### src/rtl/echo_pipe_serializer.sv
`default_nettype none
// ============================================================================
// Module   : echo_pipe_serializer
// Purpose  : Buffers 96-bit pipe messages and emits each as three 32-bit beats.
// Revision : 1.0  initial release
// ============================================================================
module echo_pipe_serializer #(
    parameter int DEPTH = 2
) (
    input  logic        clk,
    input  logic        rst,
    input  logic        i_in_enq_ena,
    input  logic [95:0] i_in_enq_v,
    output logic        o_in_enq_rdy,
    output logic        o_out_enq_ena,
    output logic [31:0] o_out_enq_v,
    output logic        o_out_enq_last,
    input  logic        i_out_enq_rdy
);

    localparam int              c_AW        = $clog2(DEPTH);
    localparam logic [c_AW:0]   c_FULL      = DEPTH[c_AW:0];
    localparam logic [1:0]      c_LAST_BEAT = 2'd2;

    logic [95:0]     r_mem [DEPTH];
    logic [c_AW-1:0] r_wptr;
    logic [c_AW-1:0] r_rptr;
    logic [c_AW:0]   r_count;
    logic [1:0]      r_beat;
    logic            r_live;

    logic            w_empty;
    logic            w_push;
    logic            w_pop;
    logic [95:0]     w_head;

    assign w_empty        = (r_count == '0);
    // r_live keeps RDY low through reset until the first edge after release.
    assign o_in_enq_rdy   = r_live & (r_count != c_FULL);
    assign o_out_enq_ena  = ~w_empty & i_out_enq_rdy;
    assign o_out_enq_last = ~w_empty & (r_beat == c_LAST_BEAT);
    assign w_push         = i_in_enq_ena & o_in_enq_rdy;
    assign w_pop          = o_out_enq_ena & (r_beat == c_LAST_BEAT);
    assign w_head         = r_mem[r_rptr];

    always_comb begin
        o_out_enq_v = w_head[31:0];
        case (r_beat)
            2'd1:    o_out_enq_v = w_head[63:32];
            2'd2:    o_out_enq_v = w_head[95:64];
            default: o_out_enq_v = w_head[31:0];
        endcase
    end

    // Storage array is deliberately left out of reset.
    always_ff @(posedge clk) begin
        if (w_push) begin
            r_mem[r_wptr] <= i_in_enq_v;
        end
    end

    always_ff @(posedge clk or posedge rst) begin
        if (rst) begin
            r_wptr  <= '0;
            r_rptr  <= '0;
            r_count <= '0;
            r_beat  <= '0;
            r_live  <= 1'b0;
        end else begin
            r_live <= 1'b1;
            if (w_push) begin
                r_wptr <= r_wptr + c_AW'(1);
            end
            if (o_out_enq_ena) begin
                if (r_beat == c_LAST_BEAT) begin
                    r_beat <= '0;
                    r_rptr <= r_rptr + c_AW'(1);
                end else begin
                    r_beat <= r_beat + 2'd1;
                end
            end
            case ({w_push, w_pop})
                2'b10:   r_count <= r_count + (c_AW+1)'(1);
                2'b01:   r_count <= r_count - (c_AW+1)'(1);
                default: r_count <= r_count;
            endcase
        end
    end

endmodule
`default_nettype wire

### config.mk
export PLATFORM = sky130hd
export DESIGN_NAME = echo_pipe_serializer
export DESIGN_NICKNAME = d
export VERILOG_FILES = /design/src/rtl/echo_pipe_serializer.sv
export SDC_FILE = /design/constraint.sdc
export NUM_CORES = 1
export LEC_CHECK = 0
export CORE_MARGIN = 4
export CORE_UTILIZATION = 40
export DETAILED_ROUTE_END_ITERATION = 12
export PLACE_DENSITY = 0.65
export SLEW_MARGIN = 20
export SYNTH_ARGS = -nofsm -noshare
export SYNTH_HDL_FRONTEND = slang
export SYNTH_SLANG_ARGS = --single-unit
### constraint.sdc
create_clock -name clk -period 6 [get_ports clk]
set_input_delay 0.9 -clock clk [delete_from_list [all_inputs] [get_ports clk]]
set_output_delay 0.9 -clock clk [all_outputs]
set_load 0.01 [all_outputs]
**After elaboration in Yosys (flattened, before gate mapping)**

Memory sizes are Yosys's and may differ from the RTL's.
Cells that the tools add are included.

- Add/sub/neg operators: 5
- Eq/ne operators: 5
- Muxes and demuxes: 5
- Bitwise operators: 6
- Reductions and logical operators: 3

Operator list:

| operator | count |
|---|---|
| 32-bit one-hot mux with 2 select lines | 1 |
| 1-bit bitwise AND | 5 |
| 2-bit by 1-bit adder with 2-bit output (second input constant) | 2 |
| 2-bit by 1-bit equality test with 1-bit output (second input constant) | 2 |
| 2-bit equality test (second input constant) | 2 |
| 2-bit one-hot mux with 2 select lines | 1 |
| 1-bit adder (second input constant) | 2 |
| 2-bit logical NOT | 1 |
| 1-bit two-way mux | 2 |
| 2-bit two-way mux | 1 |
| 2-bit inequality test (second input constant) | 1 |
| 2-bit AND reduction | 1 |
| 2-bit nonzero test | 1 |
| 2-bit by 1-bit subtractor with 2-bit output (second input constant) | 1 |
| 1-bit NOT | 1 |

- Flip-flop bits (word level): 7
- Memory bits (writable): 192
- Bits of input ports: 100
- Output and inout bits: 35
- Logic and storage cells: 30
- Memories: 1

Memory list:

| memory | words | bits a word | rd ports | clocked after memory_dff | write ports | RTL line | source |
|---|---|---|---|---|---|---|---|
| r_mem | 2 | 96 | 1 | 0 | 1 | 25 | `logic [95:0] r_mem [DEPTH];` |

**Depth between registers and ports, before layout**

Gate-level depths: netlist (run 1).

- Depth after elaboration: 6
- Mapped depth: 7
- Mapped depth without buffers: 7

**Least setup slack after synthesis (run 1)**

Ideal clock, no wire load.

- Path kind: in2reg
- Start: input i_in_enq_ena
- End: memory r_mem[0][0] (enable)
- Library setup time: 0.552 ns
- Arrival: 5.056 ns
- Required time: 5.448 ns
- Setup slack: 0.392 ns
- Cell stages on the path: 2
- Path buffers: 0
- Cell sequence: o211ai_1 nor2_1

- Longest elaborated chain between the ends: 3

Ends and longest elaborated chain:

| element | RTL line | source |
|---|---|---|
| from (decl) | 12 | `input logic i_in_enq_ena,` |
| 1-bit bitwise AND | 42 | `assign w_push = i_in_enq_ena & o_in_enq_rdy;` |
| 1-bit two-way mux | 57 | `if (w_push) begin` |
| 1-bit two-way mux (not written as such) | 58 | `r_mem[r_wptr] <= i_in_enq_v;` |
| to (decl) | 25 |  |

No other way between the ends.

**Final worst setup path (run 1)**

- Start: register r_beat[0]
- End: output o_out_enq_v[0]

- Longest elaborated chain between the ends: 2
- Elaborated cells between the ends (all ways): 3
- Those cells by class: 2 x eq/ne; 1 x mux

Ends and longest elaborated chain:

| element | RTL line | source |
|---|---|---|
| from (decl) | 29 | `logic [1:0] r_beat;` |
| from (signal assigned) | 79 | `r_beat <= r_beat + 2'd1;` |
| 2-bit equality test / 2-bit by 1-bit equality test with 1-bit output (equally long branches) | 48 | `case (r_beat)` |
| 32-bit one-hot mux with 2 select lines * | 48 |  |
| to (decl) | 16 | `output logic [31:0] o_out_enq_v,` |

Every way passes the cells marked *; elsewhere a longest branch is shown, timed or not.

==> metrics, run 1 <==
status=finished clean; CTS tree=yes; layout cells sized above 1=7.487%; Pleak=3.411 nW; syn_nets=514; Mapped Area=7787 µm²; DR pass1 iterations=4; Clock Tree Buf Depth=2; dpl cells=789; global route overflow=0; Post-CTS Setup Bufs=0; unrepaired setup endpoints after global routing=no; fin area=9888 µm²; CP Max Fanout=17; Avg Vias per Cell=4.914; synth warn=0; sequential fraction of the synthesis area=76.29%; RD Place Congestion=0.7392; Layout area overhead=26.98%; Final setup viols=0; critical path depth=7; CP Class=flop to output pin; CP cell instances=inv_1, ha_1, nand2_1, buf_4, o22a_1, o21ai_1, clkdlybuf4s50_1; fin cells=821; n_diodes=0; max incr delay on CP=0.56 ns; clock power share=25.0%; core area=18960 µm²; crit-path leading delay family=buffers and inverters; io pins=135; Initial Utilization=41.08%; commonest non-fill, non-tap cell in the layout=edfxtp_1; vias in the first global route=4411; hold slack=0.5855 ns; Critical Path Source Type=flop; hold violation total from the final report=0; Net Sw Frac=30.91%; Final Cycle Share=70.58%; DRC=0; Tmin final=4.235 ns; combinational share of power=34.5%; GRT Total Usage=14.36%; Synth area leader=edfxtp_1; root buffer cell=clkbuf_16; Placed Area=9295 µm²; unique cell type count in the Yosys netlist=25; syn avg cell area=19.04 µm²; Final #Nets=653; WP data arrival=3.34 ns; cts repair resizes=0; # H-tree levels=4; area of the die=21770 µm²; largest net degree at the start of global routing=53; Min-Delay Path Depth=1; initial drt markers=214; fin. max-slew vios=0; final WL=15.45 mm; routed vias=4034; DR WL/cell=18.82 µm; Die Ht=147.5 µm; Peak VDD IR=0.2250 mV; first-pass GRT wire length=23.86 mm; max_cap viols=0; Worst Max-Slew Pin Slew=0.8353 ns; commonest cells after routing, fill and taps aside=192 x edfxtp_1, 134 x clkdlybuf4s50_1, 96 x mux2i_1; worst skew pair latency=0.43 ns; hold buffers post-CTS=0; slowest stage cell on the critical path=ha_1; Die X=147.5 µm; initial antenna violation count=0; Num CTS Buffers=17; synth top area cells=edfxtp_1 74%, mux2i_1 12%, o22a_1 3.6%; Slew HR=44.31%; Sw Pwr=1.418 mW; total power=4.587 mW; Port Buffers=134; setup tns final=0 ns; Req. time, crit path=5.10 ns; crit end category=output pin; row count=50; Crit path buffers/inverters=3; Post-Synthesis Cells=409; Reg power frac=40.5%; total internal power=3.169 mW; final antenna-violating net count=0; power density of the placed cells=463.8 nW/µm²; CTS clock-pin slew for the worst setup and hold paths=0.07 ns; Detailed Place HPWL=10.02 mm; clk sinks=199; #FFs+latches synth=199; Yosys top cell area share=74.04%; FMAX=236.1 MHz; R2R cell count=4; Worst Skew=0.01992 ns; worst min path class=flop to flop
==> flip-flops by register name, summed over array words and instances, names as in the netlist <==
signal and count:
r_wptr 1, r_live 1, r_count 2, r_rptr 1, r_mem 192, r_beat 2
==> cell families after synthesis <==
group	share of synthesized area [%]
XOR/XNOR	0.5623
other	0.04815
AO/OA/AOI/OAI	6.234
AND/OR/NAND/NOR	0.4500
flip-flops	76.29
buffers and inverters	3.277
adder cells (fa/ha/maj)	0.8033
multiplexers	12.34
==> per-layer routing <==
| metal | GRT usage, % | share of wire (%) | up-vias |
|---|---|---|---|
| li1 | - | - | 1900 |
| met1 | 17.43 | 42 | 2024 |
| met2 | 25.19 | 53 | 94 |
| met3 | 3.035 | 3.5 | 16 |
| met4 | 5.545 | 1.5 | 0 |
| met5 | 0 | 0 | - |
==> metrics by stage <==
stage | util, % | setup WS, ns
2_1_floorplan | - | 0.3916
6_report | 52.16 | 1.765
4_1_cts | 52.16 | 1.651
3_3_place_gp | 49.04 | 2.164
5_1_grt | 52.16 | 1.507
3_5_place_dp | 49.04 | 2.123
==> power by group through the flow <==
| stage | logic, mW | registers [mW] | clock network, mW |
|---|---|---|---|
| final | 1.58 | 1.86 | 1.15 |
| after global placement | 1.59 | 1.88 | 0 |
| after global routing | 1.71 | 1.88 | 1.24 |
| after detailed placement | 1.62 | 1.89 | 0 |
| after CTS | 1.62 | 1.86 | 1.17 |
| after floorplan | 1.06 | 1.81 | 0 |
==> cell type report <==
cell class	count	area, µm²
well taps	260	325.3
fillers	1552	9067
clock buffers	19	432.9
inverters	4	15.01
flip-flops and latches	199	5944
repair buffers	141	1406
clock inverters	13	160.2
multi-input cells	185	1604
==> Yosys cell counts <==
cell	n
and2_1	1
and3_1	1
buf_1	2
buf_12	7
buf_2	5
buf_6	1
buf_8	3
clkbuf_1	3
conb_1	1
dfrtp_1	7
edfxtp_1	192
ha_1	5
inv_1	4
mux2i_1	96
nand2_1	4
nor2_1	2
o211ai_1	1
o21a_1	2
o21a_2	1
o21ai_0	5
o21ai_1	28
o21ai_2	1
o22a_1	32
xnor2_1	4
xor2_1	1
==> path summary, 6_finish.rpt <==
check | end | slack (ns) | from
worst max-delay path | o_out_enq_v[0] | 1.76 | r_beat[0]$_DFFE_PP0P_
worst min-delay path | r_wptr$_DFFE_PP0P_ | 0.59 | r_wptr$_DFFE_PP0P_
worst max register to register | r_mem[1][25]$_DFFE_PP_ | 3.61 | r_count[1]$_DFFE_PP0P_
worst min register to register | r_wptr$_DFFE_PP0P_ | 0.59 | r_wptr$_DFFE_PP0P_
max in group asynchronous | r_rptr$_DFFE_PP0P_ | 5.02 | rst
min in group asynchronous | r_count[0]$_DFFE_PP0P_ | 0.72 | rst
Power figures use the tool's default switching activity.
==> run 2: changes to the inputs <==
==> constraint.sdc (replaced) <==
create_clock -name clk -period 4.45 [get_ports clk]
set_input_delay 0.6675 -clock clk [delete_from_list [all_inputs] [get_ports clk]]
set_output_delay 0.6675 -clock clk [all_outputs]
set_load 0.01 [all_outputs]
==> metrics, run 2 (synthesis results as in run 1) <==
Pleak=3.434 nW (+0.67%); core area=18960 µm² (unchanged); initial antenna violation count=1 (+1); hold violation total from the final report=0 (unchanged); DRC=0 (unchanged); commonest cells after routing, fill and taps aside=192 x edfxtp_1, 134 x clkdlybuf4s50_1, 96 x mux2i_1; total power=6.173 mW (+35%); Final setup viols=0 (unchanged); DR WL/cell=18.19 µm (-3.4%); unrepaired setup endpoints after global routing=no; root buffer cell=clkbuf_16; worst skew pair latency=0.42 ns (about the same); final antenna-violating net count=0 (unchanged); Port Buffers=134 (unchanged); Slew HR=45.84% (+1.5 points); max FFs per register=192 (unchanged); Final Cycle Share=88.25%; Layout area overhead=27.36%; Initial Utilization=41.08% (unchanged); # H-tree levels=4 (unchanged); fin. max-slew vios=0 (unchanged); Largest regs=r_mem: 192 flops, r_beat: 2 flops, r_count: 2 flops; Net Sw Frac=31.38% (+0.47 points); register area=5944 µm² (unchanged); commonest non-fill, non-tap cell in the layout=edfxtp_1; CP Class=flop to output pin; Tmin final=3.927 ns; Peak VDD IR=0.3011 mV (+34%); Worst Skew=0.007977 ns (-0.01194 ns); global route overflow=0 (unchanged); total internal power=4.236 mW (+34%); row count=50 (unchanged); power density of the placed cells=622.4 nW/µm² (+34%); Num CTS Buffers=17 (unchanged); CTS clock-pin slew for the worst setup and hold paths=0.07 ns (about the same); largest net degree at the start of global routing=60 (+13%); Die X=147.5 µm (unchanged); combinational share of power=34.8% (+0.3 points); Post-CTS Setup Bufs=0 (unchanged); Req. time, crit path=3.78 ns (-1.32 ns); Clock Tree Buf Depth=2 (unchanged); final WL=14.97 mm (-3.1%); Top reg by flops=r_mem; CP cell instances=inv_1, ha_1, nand2_1, buf_4, o22a_1, o21ai_0, clkdlybuf4s50_1; Critical Path Source Type=flop; max_cap viols=0 (unchanged); Worst Max-Slew Pin Slew=0.8123 ns (-0.02300 ns); slowest stage cell on the critical path=ha_1; clk sinks=199 (unchanged); CP Max Fanout=21 (+4); Multi-input gate area=1604 µm² (unchanged); routed vias=4069 (+0.87%); DR pass1 iterations=4 (unchanged); GRT Total Usage=14.02% (-0.34 points); hold slack=0.4908 ns (-0.09473 ns); RD Place Congestion=0.7232 (-2.2%); first-pass GRT wire length=23.59 mm (-1.1%); Die Ht=147.5 µm (unchanged); Detailed Place HPWL=9.695 mm (-3.2%); cts repair resizes=0 (unchanged); Avg Vias per Cell=4.944 (+0.62%); layout cells sized above 1=8.171% (+0.68 points); vias in the first global route=4583 (+3.9%); Reg power frac=40.3% (-0.2 points); FMAX=254.6 MHz; clock power share=24.9% (about the same); setup tns final=0 ns (unchanged); initial drt markers=174 (-19%); WP data arrival=3.26 ns (-0.08 ns); CTS tree=yes; # fillers=1571 (+1.2%); worst min path class=input port to asynchronous set/reset pin; Final #Nets=655 (+0.31%); max incr delay on CP=0.61 ns (+0.05 ns); crit end category=output pin; n_diodes=0 (unchanged); hold buffers post-CTS=0 (unchanged); Sw Pwr=1.937 mW (+37%); area of the die=21770 µm² (unchanged); io pins=135 (unchanged); status=finished clean
-- run 2: through the flow --
step                setup slack [ns]  cells  area, µm²  util [%]
global route                  0.3020    823       9918     52.32
CTS                           0.4394    823       9918     52.32
detailed placement            0.9205    791       9310     49.12
floorplan                     0.6834    409       7790         -
global placement              0.9995    791       9310     49.12
finish                        0.5228    823       9918     52.32
-- run 2: critical path, delay by kind of cell (launching register included) --
kind,cells,cell delay (ns)
buffers and inverters,3,1.06
flip-flops,1,0.38
adder cells (fa/ha/maj),1,0.61
AO/OA/AOI/OAI,2,0.34
AND/OR/NAND/NOR,1,0.45
-- run 2: final timing paths --
| kind | end | cells past startpoint | slack [ns] | from |
|---|---|---|---|---|
| min | r_live$_DFF_PP0_ | 2 | 0.49 | rst |
| max reg2reg | r_mem[1][64]$_DFFE_PP_ | 3 | 2.31 | r_count[0]$_DFFE_PP0P_ |
| min reg2reg | r_wptr$_DFFE_PP0P_ | 1 | 0.58 | r_wptr$_DFFE_PP0P_ |
| max | o_out_enq_v[28] | 7 | 0.52 | r_beat[0]$_DFFE_PP0P_ |
| max in group asynchronous | r_rptr$_DFFE_PP0P_ | 2 | 3.70 | rst |
| min in group clk | r_wptr$_DFFE_PP0P_ | 1 | 0.58 | r_wptr$_DFFE_PP0P_ |
-- run 2: layer usage --
layer	wire length (µm)	up-vias	GRT usage (%)
met5	18	-	0
li1	-	1904	-
met3	662	14	4.077
met2	7767	111	24.66
met4	166	2	3.495
met1	6356	2038	17.05
-- run 2: power by group through the flow --
| stage | logic (mW) | clock network (mW) | registers [mW] |
|---|---|---|---|
| after detailed placement | 2.18 | 0 | 2.53 |
| after global placement | 2.16 | 0 | 2.52 |
| after CTS | 2.19 | 1.58 | 2.49 |
| final | 2.15 | 1.54 | 2.49 |
| after global routing | 2.32 | 1.65 | 2.52 |
| after floorplan | 1.44 | 0 | 2.43 |
-- run 2: area by class of cell --
cell class / count / area share [%]
clock buffers: 17 / 4.289
clock inverters: 15 / 1.842
inverters: 4 / 0.1514
multi-input cells: 185 / 16.17
flip-flops and latches: 199 / 59.93
well taps: 260 / 3.280
repair buffers: 143 / 14.33
==> run 3: changes to the inputs <==
--- a/config.mk
+++ b/config.mk
@@ -7,6 +7,7 @@
 export LEC_CHECK = 0
 export CORE_MARGIN = 4
 export CORE_UTILIZATION = 40
+export CTS_BUF_LIST = sky130_fd_sc_hd__clkbuf_8
 export DETAILED_ROUTE_END_ITERATION = 12
 export PLACE_DENSITY = 0.65
 export SLEW_MARGIN = 20
==> metrics, run 3 (synthesis results as in run 1) <==
status=finished clean; WP data arrival=3.29 ns (+0.03 ns); first-pass GRT wire length=23.62 mm (+0.11%); Die X=147.5 µm (unchanged); max FFs per register=192 (unchanged); Layout area overhead=24.90%; CTS tree=yes; Final setup viols=0 (unchanged); fin. max-slew vios=0 (unchanged); global route overflow=0 (unchanged); Largest regs=r_mem: 192 flops, r_beat: 2 flops, r_count: 2 flops; Port Buffers=134 (unchanged); setup tns final=0 ns (unchanged); area of the die=21770 µm² (unchanged); Req. time, crit path=3.78 ns (about the same); hold violation total from the final report=0 (unchanged); Critical Path Source Type=flop; Peak VDD IR=0.2946 mV (-2.2%); max_cap viols=0 (unchanged); CTS clock-pin slew for the worst setup and hold paths=0.10 ns (+0.03 ns); Detailed Place HPWL=9.695 mm (unchanged); fin cells=823 (unchanged); RD Place Congestion=0.7232 (unchanged); unrepaired setup endpoints after global routing=no; worst min path class=input port to asynchronous set/reset pin; final antenna-violating net count=0 (unchanged); Critical Path Sink=o_out_enq_v[30]; RR Endpoint=r_mem[1][29]$_DFFE_PP_; R2R cell count=3 (unchanged); Slew HR=46.79% (+0.95 points); Pleak=3.347 nW (-2.5%); Worst Max-Slew Pin Slew=0.7981 ns (-0.01421 ns); DRC=0 (unchanged); GRT Total Usage=14.09% (+0.064 points); CP Max Fanout=21 (unchanged); largest net degree at the start of global routing=60 (unchanged); # H-tree levels=4 (unchanged); cts repair resizes=0 (unchanged); row count=50 (unchanged); hold buffers post-CTS=0 (unchanged); initial drt markers=205 (+18%); Avg Vias per Cell=4.927 (-0.34%); Post-CTS Setup Bufs=0 (unchanged); routed vias=4055 (-0.34%); Die Ht=147.5 µm (unchanged); Worst Skew=0.009270 ns (+0.001293 ns); vias in the first global route=4597 (+0.31%); crit end category=output pin; Final Cycle Share=89.03% (+0.78 points); commonest cells after routing, fill and taps aside=192 x edfxtp_1, 134 x clkdlybuf4s50_1, 96 x mux2i_1; Clock Tree Buf Depth=2 (unchanged); Initial Utilization=41.08% (unchanged); Num CTS Buffers=17 (unchanged); DR WL/cell=18.20 µm (about the same); io pins=135 (unchanged); commonest non-fill, non-tap cell in the layout=edfxtp_1; Final #Nets=655 (unchanged); dpl cells=791 (unchanged); Critical Path Start=r_beat[0]$_DFFE_PP0P_; n_diodes=0 (unchanged); final WL=14.98 mm (about the same); root buffer cell=clkbuf_8; CP Class=flop to output pin; initial antenna violation count=1 (unchanged); clk sinks=199 (unchanged); Top reg by flops=r_mem; R2R setup slack=2.30 ns (about the same); Worst R2R Start=r_count[0]$_DFFE_PP0P_; FMAX=252.4 MHz (-0.88%); worst skew pair latency=0.45 ns (+0.03 ns); core area=18960 µm² (unchanged); layout cells sized above 1=8.171% (unchanged); power density of the placed cells=596.3 nW/µm² (-4.2%); Tmin final=3.962 ns (+0.03467 ns); DR pass1 iterations=4 (unchanged)
## run 3: how the worst min path moves through the flow
stage	start	end	slack (ns)	depth (start not counted)
final	rst	r_live$_DFF_PP0_	0.45	2
after global routing	rst	r_rptr$_DFFE_PP0P_	0.46	2
after CTS	rst	r_live$_DFF_PP0_	0.43	2
after detailed placement	r_wptr$_DFFE_PP0P_	r_wptr$_DFFE_PP0P_	0.56	1
after global placement	r_wptr$_DFFE_PP0P_	r_wptr$_DFFE_PP0P_	0.55	1
after floorplan	rst	r_beat[0]$_DFFE_PP0P_	0.47	1
## run 3: per-layer routing
layer,GRT usage [%],up-vias,share of wire (%)
met5,0,-,0.080
met4,4.287,2,1.3
met3,3.985,17,4.0
met2,24.41,101,51
met1,17.19,2037,43
li1,-,1898,-
## run 3: layout make-up
cell class | instances | area, µm²
clock buffer | 17 | 234.0
clock inverter | 15 | 182.7
fill | 1600 | 9229
inverter | 4 | 15.01
multi-input combinational | 185 | 1604
sequential | 199 | 5944
tap | 260 | 325.3
timing repair buffer | 143 | 1421
## run 3: report_power, final
part / internal (mW) / total [mW] / leakage, nW / switching (mW)
logic: 1.10 / 2.15 / 1.30 / 1.04
registers: 2.32 / 2.49 / 1.83 / 0.165
clock network: 0.479 / 1.16 / 0.210 / 0.685
## run 3: stage by stage
step                      hold slack (ns)  setup slack (ns)  util (%)  power, mW  instance area (µm²)
after global placement             0.5536            0.9995     49.12      4.681                 9310
after floorplan                    0.4709            0.6834         -      3.862                 7790
after CTS                          0.4283            0.3837     51.31      5.892                 9727
after global routing               0.4576            0.2378     51.31      6.117                 9727
after detailed placement           0.5642            0.9205     49.12      4.718                 9310
final                              0.4518            0.4881     51.31      5.800                 9727
## run 3: critical path, cell delays in order (launching register included)
cell and delay [ns]:
dfrtp_1 0.39, inv_1 0.09, ha_1 0.61, nand2_1 0.45, buf_4 0.39, o22a_1 0.25, o21ai_1 0.10, clkdlybuf4s50_1 0.56
